## src/rtl/clk_rate_generator.sv

```systemverilog
// clk_rate_generator: derives four 50%-duty square waves (out0..out3) from
// the board clock. Each is a flop output, so it can safely feed a
// gate-level clock selector. Each channel has its own half-period counter.
// All channels share enable and the synchronous phase-clear.
// Optional feature macro: CLK_RATE_TICK_EN adds tick0..tick3. Each tick is a
// one-cycle pulse on the cycle where its out_i has just risen.
module clk_rate_generator #(
    parameter int DIV0  = 50_000_000,
    parameter int DIV1  = 25_000_000,
    parameter int DIV2  = 12_500_000,
    parameter int DIV3  = 6_250_000,
    parameter int CNT_W = 26
) (
    input  logic clk,
    input  logic reset,
    input  logic enable,
    input  logic sync_clr,
    output logic out0,
    output logic out1,
    output logic out2,
    output logic out3,
`ifdef CLK_RATE_TICK_EN
    output logic tick0,
    output logic tick1,
    output logic tick2,
    output logic tick3,
`endif
    output logic running
);

    localparam int DIVS [4] = '{DIV0, DIV1, DIV2, DIV3};

    logic [3:0] outs;
`ifdef CLK_RATE_TICK_EN
    logic [3:0] ticks;
`endif

    genvar i;
    for (i = 0; i < 4; i++) begin : g_ch
        localparam int HALF = DIVS[i] / 2;
        // Terminal count is a CNT_W-bit constant; the counter never passes
        // it, so no overflow case exists.
        localparam logic [CNT_W-1:0] LAST = CNT_W'(HALF - 1);

        // An odd or too-small divider, or a half period that does not fit in
        // CNT_W bits, stops elaboration.
        if ((DIVS[i] % 2 != 0) || (DIVS[i] < 2) ||
            (longint'(HALF - 1) >= (longint'(1) << CNT_W))) begin : g_invalid_div
            $error("clk_rate_generator: invalid divider on channel %0d", i);
        end

        logic [CNT_W-1:0] cnt;
        logic             wave;

        // Half-period counter and output toggle; reset > sync_clr > enable > hold.
        always_ff @(posedge clk) begin
            if (reset) begin
                cnt  <= '0;
                wave <= 1'b0;
            end else if (sync_clr) begin
                cnt  <= '0;
                wave <= 1'b0;
            end else if (enable) begin
                if (cnt == LAST) begin
                    cnt  <= '0;
                    wave <= ~wave;
                end else begin
                    cnt <= cnt + CNT_W'(1);
                end
            end
        end

        assign outs[i] = wave;

`ifdef CLK_RATE_TICK_EN
        logic tick_q;

        // Pulse on the same edge that takes the wave from 0 to 1.
        always_ff @(posedge clk) begin
            if (reset || sync_clr) begin
                tick_q <= 1'b0;
            end else begin
                tick_q <= enable && (cnt == LAST) && !wave;
            end
        end

        assign ticks[i] = tick_q;
`endif
    end

    // Registered status: counters are advancing and not being realigned.
    always_ff @(posedge clk) begin
        if (reset) begin
            running <= 1'b0;
        end else begin
            running <= enable & ~sync_clr;
        end
    end

    assign out0 = outs[0];
    assign out1 = outs[1];
    assign out2 = outs[2];
    assign out3 = outs[3];
`ifdef CLK_RATE_TICK_EN
    assign tick0 = ticks[0];
    assign tick1 = ticks[1];
    assign tick2 = ticks[2];
    assign tick3 = ticks[3];
`endif

endmodule

```

## config.mk

```make
export PLATFORM = sky130hd
export DESIGN_NAME = clk_rate_generator
export DESIGN_NICKNAME = d
export VERILOG_FILES = /design/src/rtl/clk_rate_generator.sv
export SDC_FILE = /design/constraint.sdc
export NUM_CORES = 1
export LEC_CHECK = 0
export CAP_MARGIN = 40
export CORE_UTILIZATION = 40
export CTS_BUF_LIST = sky130_fd_sc_hd__clkbuf_8
export CTS_CLUSTER_DIAMETER = 50
export DETAILED_ROUTE_END_ITERATION = 16
export HOLD_SLACK_MARGIN = 0.08
export PLACE_DENSITY_LB_ADDON = 0.1
export SYNTH_ARGS = -nofsm -noshare
export SYNTH_HDL_FRONTEND = slang
export SYNTH_SLANG_ARGS = --single-unit
export TNS_END_PERCENT = 50
```

## constraint.sdc

```tcl
create_clock -name clk -period 3.5 [get_ports clk]
set_input_delay 0.7 -clock clk [delete_from_list [all_inputs] [get_ports clk]]
set_output_delay 0.7 -clock clk [all_outputs]
set_load 0.01 [all_outputs]
```

==> flow_metrics.env, run 1 <==
export IMPL_status="complete, no violations"
export IMPL_synth_top_family_by_area="simple AND/OR/NAND/NOR gates"
export IMPL_tns_ns=0
export IMPL_seqPwrFrac_pct=59.7
export IMPL_ant_nets=0
export IMPL_dpl_hpwl_microns=7540
export IMPL_synth_seq_cells=109
export IMPL_worstHoldStart="g_ch[2].cnt[25]"
export IMPL_critPathKind="in2reg"
export IMPL_synth_top_flop_cell="dfxtp_1"
export IMPL_synth_area_per_cell_sq_um=8.59
export IMPL_placed_cells=762
export IMPL_synth_cell_type_count=40
export IMPL_synth_area_sq_um=5150
export IMPL_syn_to_final_growth_pct=8.94
export IMPL_synth_fa_ha_area_share_pct=1.46
export IMPL_grt_setup_unrepaired="no"
export IMPL_core_rowCount=41
export IMPL_root_buffer="clkbuf_8"
export IMPL_cts_buffers_inserted=9
export IMPL_reg2reg_from="g_ch[1].cnt[0]"
export IMPL_ys_seq_area_share_pct=42.4
export IMPL_dieArea_sq_um=13300
export IMPL_finalSetupViolCount=0
export IMPL_power_frac_comb_pct=2.5
export IMPL_p_int_uw=1630
export IMPL_drive_above_1_share_pct=5.79
export IMPL_maxSlewViolCount=0
export IMPL_core_area_sq_um=12600
export IMPL_wl_microns=11200
export IMPL_die_h_microns=115
export IMPL_yosysTopAreaCellShare_pct=42.4
export IMPL_drt_iter0_drc=359
export IMPL_min_path_type="reg2reg"
export IMPL_grt_ovfl_total=0
export IMPL_ir_drop_mv=0.278
export IMPL_clk_path_buf_depth=2
export IMPL_rrSetupSlack_ns=1.33
export IMPL_yosys_warnings=0
export IMPL_grt_util_all_layers_pct=17.9
export IMPL_final_nets=611
export IMPL_fin_util_pct=44.7
export IMPL_dr_total_vias=4386
export IMPL_synth_compound_gate_area_share_pct=12.3
export IMPL_start_util_pct=41.0
export IMPL_crit_required_ns=3.78
export IMPL_antenna_found_initial=0
export IMPL_clockPowerShare_pct=37.8
export IMPL_min_period_ns=2.59
export IMPL_nFillCells=1244
export IMPL_r2r_end="g_ch[1].cnt[22]"
export IMPL_final_cells=777
export IMPL_fin_crit_sh_pct=73.9
export IMPL_yosys_area_top_type="dfxtp_1"
export IMPL_synth_xor_area_share_pct=8.67
export IMPL_synth_mux_area_share_pct=0.777
export IMPL_clk_pin_slew_worst_paths_ns=0.10
export IMPL_synthSimpleGateAreaFrac_pct=31.9
export IMPL_first_global_vias=3847
export IMPL_grt_start_max_net_pins=31
export IMPL_async_flop_share_pct=0
export IMPL_p_leak_uw=0.00159
export IMPL_synth_edf_count=0
export IMPL_setup_worst_path_end_class="flip-flop"
export IMPL_portBuffers=8
export IMPL_cts_tree="done"
export IMPL_finClkSkew_ns=0.0103
export IMPL_synthesis_nets=610
export IMPL_p_sw_uw=464
export IMPL_wl_per_cell_microns=14.4
export IMPL_viasPerCell=5.64
export IMPL_numClockSinks=109
export IMPL_netSwitchingFraction_pct=22.2
export IMPL_final_hold_viol_count=0
export IMPL_ioPinCount=9
export IMPL_clock_latency_ns=0.38
export IMPL_fp_dieW_microns=115
export IMPL_drc=0
export IMPL_rr_worst_depth=5
export IMPL_crit_fanout=30
export IMPL_place_congestion=0.756
export IMPL_ctsHoldBuffers=0
export IMPL_cp_data_arrival_time_ns=2.87
export IMPL_insertedDiodeCount=0
export IMPL_h_tree_depth=3
export IMPL_postSynthCellCount=600
export IMPL_firstDrtPassIters=4
export IMPL_cap_violations=0
export IMPL_cts_resized=0
export IMPL_post_cts_buffers=0
export IMPL_synth_area_top_cells="dfxtp_1 42%, a21oi_1 5.0%, xor2_1 4.6%, nor2_1 4.4%, xnor2_1 4.1%"
export IMPL_hold_depth=2
export IMPL_power_density_nw_per_um2=372
export IMPL_startpoint_type="input port"
export IMPL_hold_end="g_ch[2].cnt[25]"
export IMPL_clock_fmax_mhz=386
export IMPL_maxSlewHeadroom_pct=54.8
export IMPL_worst_pin_slew_ns=0.676
export IMPL_grt_pass1_wl_microns=18800
[worst max-delay path by stage]
stage            from         endpoint
6_report       enable  g_ch[0].cnt[25]
4_1_cts        enable  g_ch[2].cnt[25]
5_1_grt        enable  g_ch[2].cnt[21]
3_5_place_dp   enable  g_ch[0].cnt[25]
3_3_place_gp   enable  g_ch[2].cnt[21]
2_1_floorplan  enable   g_ch[1].cnt[3]
[cells by family after synthesis]
group                      count (synthesis)
adders and majority gates                  6
xor gates and xnor gates                  51
buffers and inverters                     33
AOI/OAI and AO/OA                        110
muxes                                      4
and+or+nand+nor                          287
DFF                                      109
[registers in the layout, indices dropped and copies added (netlist names)]
signal / flops
out2: 1
g_ch.cnt: 104
running: 1
out1: 1
out0: 1
out3: 1
[metal layers]
layer / track usage [%] / routed length, microns / vias to the layer above
met2: 27.6 / 5140 / 54
li1: - / - / 2231
met5: 0 / 0 / -
met3: 4.81 / 349 / 11
met1: 24.1 / 5510 / 2090
met4: 5.89 / 153 / 0
[worst max-delay path, cell delays in order]
cell,delay (ns)
clkdlybuf4s50_1,0.51
buf_12,0.19
nand4_1,0.13
or4_1,0.59
o21ai_2,0.34
buf_4,0.23
o21ba_2,0.16
[layout by cell type (no fill, tap or decap), types with 5 or more instances in the layout]
| cell | instances |
|---|---|
| and2_1 | 7 |
| nand3_1 | 40 |
| nor2_1 | 60 |
| o31ai_1 | 24 |
| or4_1 | 27 |
| clkdlybuf4s50_1 | 8 |
| nand2_1 | 30 |
| xor2_1 | 27 |
| clkbuf_8 | 11 |
| nor4_1 | 13 |
| or3_1 | 30 |
| xnor2_1 | 24 |
| and4_1 | 14 |
| a21oi_1 | 51 |
| buf_4 | 7 |
| inv_1 | 7 |
| and3_1 | 9 |
| nand4_1 | 33 |
| o21ai_0 | 27 |
| dfxtp_1 | 109 |
| ha_1 | 6 |
| nor3_1 | 5 |
[power groups by stage]
stage                     logic [uW]  registers, uW  clock network (uW)
after floorplan                 32.8           1280                   0
after global placement          52.6           1280                   0
after detailed placement        53.7           1280                   0
after CTS                       53.9           1250                 825
after global routing            58.8           1250                 880
final                           52.4           1250                 790
[synth_stat cells (9+ instances only)]
master and instances:
dfxtp_1 109, nor2_1 60, a21oi_1 51, nand3_1 40
nand4_1 33, nand2_1 30, or3_1 30, o21ai_0 27
or4_1 27, xor2_1 27, o31ai_1 24, xnor2_1 24
clkbuf_1 17, and4_1 14, nor4_1 13, and3_1 9
[final cells by class]
type                            count  area [sq um]  share of cell area [%]
Clock inverter                      4          47.5                   0.847
Timing Repair Buffer               16           153                    2.72
Multi-Input combinational cell    458          2840                    50.6
Tap cell                          172           215                    3.83
Clock buffer                       11           151                    2.70
Sequential cell                   109          2180                    38.9
Inverter                            7          26.3                   0.468
[through the flow]
step / cell area, sq um / setup WS [ns] / hold slack (ns) / power [uW]
3_3_place_gp: 5410 / 0.558 / 0.461 / 1330
2_1_floorplan: 5150 / 1.35 / 0.448 / 1310
4_1_cts: 5610 / 0.920 / 0.486 / 2130
6_report: 5610 / 0.912 / 0.486 / 2090
5_1_grt: 5610 / 0.767 / 0.510 / 2190
3_5_place_dp: 5410 / 0.527 / 0.469 / 1330
Power figures use the tool's default switching activity.
==> inputs of run 2 (changes only) <==
==> constraint.sdc (replaced) <==
create_clock -name clk -period 2.25 [get_ports clk]
set_input_delay 0.45 -clock clk [delete_from_list [all_inputs] [get_ports clk]]
set_output_delay 0.45 -clock clk [all_outputs]
set_load 0.01 [all_outputs]
==> run 2 against run 1 <==
  * Register-to-register slack worse by 1.2 ns
  * Non-clock buffer count increased by 37
  * Cell count up 4.9%
  * Global-route usage is 0.88 points higher
  * Worst hold slack better by 0.0047 ns
  * Clock-buffer cell count down 1
  * Die area did not move
  * Clock power is 89% higher
  * Via count grew 3.2%
  * Wire length grew 4.8%
  * Utilization increased by 2.7 points
  * Combinational power increased by 76%
  * Critical endpoint is now g_ch[3].cnt[12]
  * Highest routed layer unchanged
==> flow_metrics.env, run 2 (same netlist as run 1, synthesis figures left out) <==
export IMPL_h_tree_depth=3
export IMPL_clk_pin_slew_worst_paths_ns=0.10
export IMPL_cp_data_arrival_time_ns=2.39
export IMPL_maxSlewHeadroom_pct=47.5
export IMPL_clock_latency_ns=0.39
export IMPL_ant_nets=0
export IMPL_fin_crit_sh_pct=93.6
export IMPL_critPathMostFrequentCell="buf_4"
export IMPL_maxSlewViolCount=0
export IMPL_setup_worst_path_end_class="flip-flop"
export IMPL_slowest_stage="or4_1"
export IMPL_nFillCells=1242
export IMPL_dr_total_vias=4528
export IMPL_final_cells=815
export IMPL_insertedDiodeCount=0
export IMPL_reg2reg_from="g_ch[0].cnt[6]"
export IMPL_clock_fmax_mhz=475
export IMPL_fp_dieW_microns=115
export IMPL_final_nets=648
export IMPL_fin_util_pct=47.4
export IMPL_firstDrtPassIters=4
export IMPL_placed_cells=799
export IMPL_cts_resized=0
export IMPL_start_util_pct=41.0
export IMPL_viasPerCell=5.56
export IMPL_dieArea_sq_um=13300
export IMPL_slowest_delay_ns=0.58
export IMPL_root_buffer="clkbuf_8"
export IMPL_final_cell_mix="109 x dfxtp_1, 60 x nor2_1, 51 x a21oi_1"
export IMPL_place_congestion=0.796
export IMPL_cp_cell_sequence="clkdlybuf4s50_1, buf_12, buf_4, nand2_1, or4_1, o21ai_2, buf_4, nor2_1"
export IMPL_placed_area_sq_um=5700
export IMPL_grt_ovfl_total=0
export IMPL_finalSetupViolCount=0
export IMPL_grt_setup_unrepaired="no"
export IMPL_cts_tree="done"
export IMPL_cts_buffers_inserted=9
export IMPL_finClkSkew_ns=0.00978
export IMPL_largest_reg_flops=104
export IMPL_final_cell_area_sq_um=5960
export IMPL_syn_to_final_growth_pct=15.6
export IMPL_regMostFlops="g_ch.cnt"
export IMPL_startpoint_type="input port"
export IMPL_drc=0
export IMPL_antenna_found_initial=0
export IMPL_status="complete, no violations"
export IMPL_core_rowCount=41
export IMPL_grt_pass1_wl_microns=19700
export IMPL_hold_depth=2
export IMPL_final_hold_viol_count=0
export IMPL_wl_per_cell_microns=14.3
export IMPL_final_common_cell="dfxtp_1"
export IMPL_grt_util_all_layers_pct=18.7
export IMPL_r2r_end="g_ch[0].cnt[24]"
export IMPL_clk_path_buf_depth=2
export IMPL_portBuffers=8
export IMPL_fin_total_pwr_uw=3520
export IMPL_ir_drop_mv=0.558
export IMPL_rrSetupSlack_ns=0.15
export IMPL_post_cts_buffers=0
export IMPL_wl_microns=11700
export IMPL_die_h_microns=115
export IMPL_worst_pin_slew_ns=0.784
export IMPL_grt_start_max_net_pins=27
export IMPL_ctsHoldBuffers=0
export IMPL_core_area_sq_um=12600
export IMPL_crit_required_ns=2.54
export IMPL_ioPinCount=9
export IMPL_hold_end="g_ch[2].cnt[22]"
export IMPL_tns_ns=0
export IMPL_rr_worst_depth=4
export IMPL_min_period_ns=2.11
export IMPL_crit_fanout=19
export IMPL_p_leak_uw=0.00180
export IMPL_drt_iter0_drc=298
export IMPL_cap_violations=0
export IMPL_critPathKind="in2reg"
export IMPL_first_global_vias=4154
export IMPL_drive_above_1_share_pct=11.4
export IMPL_power_density_nw_per_um2=591
export IMPL_numClockSinks=109
export IMPL_min_path_type="reg2reg"
export IMPL_dpl_hpwl_microns=8130
export IMPL_worstHoldStart="g_ch[2].cnt[22]"
## run 2: cell types whose count changed in the layout (fill, tap and decap cells not counted), sizes merged
| cell | previous run | this run |
|---|---|---|
| clkbuf | 11 | 10 |
| buf | 8 | 45 |
| bufinv | 1 | 3 |
| clkinv | 2 | 1 |
| clkinvlp | 1 | 0 |
| inv | 7 | 9 |
## run 2: worst max path at each step
stage | startpoint | endpoint
final | enable | g_ch[3].cnt[12]
after global routing | enable | g_ch[3].cnt[21]
after CTS | g_ch[0].cnt[6] | g_ch[0].cnt[24]
after detailed placement | enable | g_ch[3].cnt[12]
after global placement | enable | g_ch[3].cnt[21]
after floorplan | enable | g_ch[1].cnt[3]
## run 2: power breakdown
part	internal, uW	switching [uW]
clock network	780	709
logic	37.5	54.9
registers	1930	6.09
total	2750	770
## run 2: through the flow
step	worst slack [ns]	hold WS [ns]
after detailed placement	-0.234	0.474
after CTS	0.150	0.492
after global placement	-0.217	0.461
after floorplan	0.348	0.448
final	0.144	0.491
after global routing	0.0615	0.500
## run 2: critical path: cells and delay by family
family / cells / cell delay [ns]
AOI/OAI and AO/OA: 1 / 0.18
buffers and inverters: 4 / 1.02
and+or+nand+nor: 3 / 0.73
## run 2: final cells by class
cell class,count,area (sq um),area share (%)
Timing Repair Buffer,53,443,7.43
Multi-Input combinational cell,458,2840,47.6
Tap cell,172,215,3.61
Inverter,7,26.3,0.441
Clock buffer,10,138,2.31
Sequential cell,109,2180,36.6
Clock inverter,6,116,1.95
## run 2: per-layer routing
layer  track usage [%]  share of wire [%]  up-vias
met5                 0                  0        -
met4              5.80                1.3        0
met3              4.76                2.8       14
met2              30.9                 47       43
met1              24.0                 49     2165
li1                  -                  -     2306
==> inputs of run 3 (changes only) <==
--- a/config.mk
+++ b/config.mk
@@ -7,7 +7,7 @@
 export LEC_CHECK = 0
 export CAP_MARGIN = 40
 export CORE_UTILIZATION = 40
-export CTS_BUF_LIST = sky130_fd_sc_hd__clkbuf_8
+export CTS_BUF_LIST = sky130_fd_sc_hd__clkbuf_8 sky130_fd_sc_hd__clkbuf_16
 export CTS_CLUSTER_DIAMETER = 50
 export DETAILED_ROUTE_END_ITERATION = 16
 export HOLD_SLACK_MARGIN = 0.08
==> run 3 against run 2 <==
  * Maximum frequency fell by 1.7%
  * Power rose by 11%
  * Utilization rose by 0.81 points
  * Sequential share of layout area fell by 0.61 points
==> flow_metrics.env, run 3 (same netlist as run 1, synthesis figures left out) <==
export IMPL_cts_tree="done"
export IMPL_slowest_stage="or4_1"
export IMPL_critPathBufInv=4
export IMPL_place_congestion=0.796
export IMPL_numClockSinks=109
export IMPL_finClkSkew_ns=0.00921
export IMPL_wl_microns=11700
export IMPL_post_cts_buffers=0
export IMPL_crit_fanout=19
export IMPL_r2r_end="g_ch[0].cnt[24]"
export IMPL_regMostFlops="g_ch.cnt"
export IMPL_crit_path_start="enable"
export IMPL_clock_fmax_mhz=467
export IMPL_largest_reg_flops=104
export IMPL_core_area_sq_um=12600
export IMPL_grt_setup_unrepaired="no"
export IMPL_cp_depth=8
export IMPL_worst_pin_slew_ns=0.762
export IMPL_firstDrtPassIters=5
export IMPL_critPathMostFrequentCell="buf_4"
export IMPL_drive_above_1_share_pct=11.4
export IMPL_h_tree_depth=3
export IMPL_cp_cell_sequence="clkdlybuf4s50_1, buf_12, buf_4, nand2_1, or4_1, o21ai_2, buf_4, nor2_1"
export IMPL_first_global_vias=4182
export IMPL_final_hold_viol_count=0
export IMPL_antenna_found_initial=0
export IMPL_final_nets=648
export IMPL_ioPinCount=9
export IMPL_drt_met1_wl_microns=5660
export IMPL_ir_drop_mv=0.552
export IMPL_final_cell_mix="109 x dfxtp_1, 60 x nor2_1, 51 x a21oi_1"
export IMPL_tns_ns=0
export IMPL_dr_total_vias=4523
export IMPL_cap_violations=0
export IMPL_clock_latency_ns=0.35
export IMPL_portBuffers=8
export IMPL_grt_start_max_net_pins=27
export IMPL_clk_path_buf_depth=2
export IMPL_cts_resized=0
export IMPL_layout_setup_ws_ns=0.109
export IMPL_path_delay_family="buffers and inverters"
export IMPL_rrSetupSlack_ns=0.16
export IMPL_maxSlewHeadroom_pct=49.0
export IMPL_drc=0
export IMPL_rr_worst_depth=4
export IMPL_nFillCells=1221
export IMPL_cts_buffers_inserted=9
export IMPL_dr_wl_met2_microns=5480
export IMPL_grt_util_all_layers_pct=18.8
export IMPL_clk_pin_slew_worst_paths_ns=0.08
export IMPL_slowest_delay_ns=0.58
export IMPL_syn_to_final_growth_pct=17.6
export IMPL_dpl_worst_slack_ns=-0.234
export IMPL_multiInputGateArea_sq_um=2840
export IMPL_core_rowCount=41
export IMPL_cp_data_arrival_time_ns=2.39
export IMPL_fin_crit_sh_pct=95.2
export IMPL_crit_end="g_ch[3].cnt[12]"
export IMPL_top_layer="met4"
export IMPL_reg2reg_from="g_ch[0].cnt[6]"
export IMPL_status="complete, no violations"
export IMPL_final_cells=815
export IMPL_critPathKind="in2reg"
export IMPL_wl_per_cell_microns=14.3
export IMPL_grt_ovfl_total=0
export IMPL_dpl_hpwl_microns=8130
export IMPL_min_path_type="reg2reg"
export IMPL_ant_nets=0
export IMPL_drt_iter0_drc=294
export IMPL_die_h_microns=115
export IMPL_startpoint_type="input port"
export IMPL_grt_pass1_wl_microns=19800
export IMPL_crit_required_ns=2.50
export IMPL_maxSlewViolCount=0
export IMPL_min_period_ns=2.14
export IMPL_power_density_nw_per_um2=646
export IMPL_wl_met3_microns=400
export IMPL_ctsHoldBuffers=0
export IMPL_insertedDiodeCount=0
export IMPL_fp_dieW_microns=115
export IMPL_dieArea_sq_um=13300
export IMPL_start_util_pct=41.0
export IMPL_placed_cells=799
export IMPL_viasPerCell=5.55
export IMPL_finalSetupViolCount=0
export IMPL_root_buffer="clkbuf_16"
export IMPL_p_leak_uw=0.00184
export IMPL_setup_worst_path_end_class="flip-flop"
export IMPL_final_common_cell="dfxtp_1"
export IMPL_seq_area_sq_um=2180
## run 3: cell counts in the layout (fill, tap and decap cells not counted)
Identical to the previous run, type by type.
## run 3: worst min-delay path by stage
stage,startpoint,to,slack (ns),cells after the start
2_1_floorplan,g_ch[2].cnt[22],g_ch[2].cnt[22],0.45,2
5_1_grt,g_ch[0].cnt[22],g_ch[0].cnt[22],0.50,2
3_3_place_gp,g_ch[1].cnt[20],g_ch[1].cnt[20],0.46,2
6_report,g_ch[2].cnt[22],g_ch[2].cnt[22],0.49,2
3_5_place_dp,g_ch[1].cnt[20],g_ch[1].cnt[20],0.47,2
4_1_cts,g_ch[1].cnt[20],g_ch[1].cnt[20],0.49,2
## run 3: metrics by stage
stage,util (%),power [uW],hold WS [ns],cell area (sq um)
finish,48.2,3920,0.486,6060
global route,48.2,4050,0.496,6060
CTS,48.2,3960,0.487,6060
detailed placement,45.4,2080,0.474,5700
floorplan,-,2030,0.448,5150
global placement,45.4,2080,0.461,5700
## run 3: worst register-to-register path: cells and delay by family (launching register included)
family	cells	cell delay (ns)
flops	1	0.43
compound gates	1	0.13
simple gates	3	1.46
## run 3: cell type report
type,count,area share [%]
well taps,172,3.55
repair buffers,53,7.31
flip-flops and latches,109,36.0
inverters,7,0.434
multi-input cells,458,46.8
clock buffers,10,3.94
clock inverters,6,1.92
## run 3: power breakdown
part           internal, uW  total (uW)  switching (uW)  leakage (uW)
logic                  37.4        91.9            54.5      0.000791
clock network          1130        1890             757      0.000174
registers              1930        1940            6.07      0.000878
## run 3: metal layers
| layer | vias up | global-route usage (%) |
|---|---|---|
| li1 | 2314 | - |
| met1 | 2145 | 24.1 |
| met2 | 54 | 30.8 |
| met3 | 10 | 4.86 |
| met4 | 0 | 5.80 |
| met5 | - | 0 |
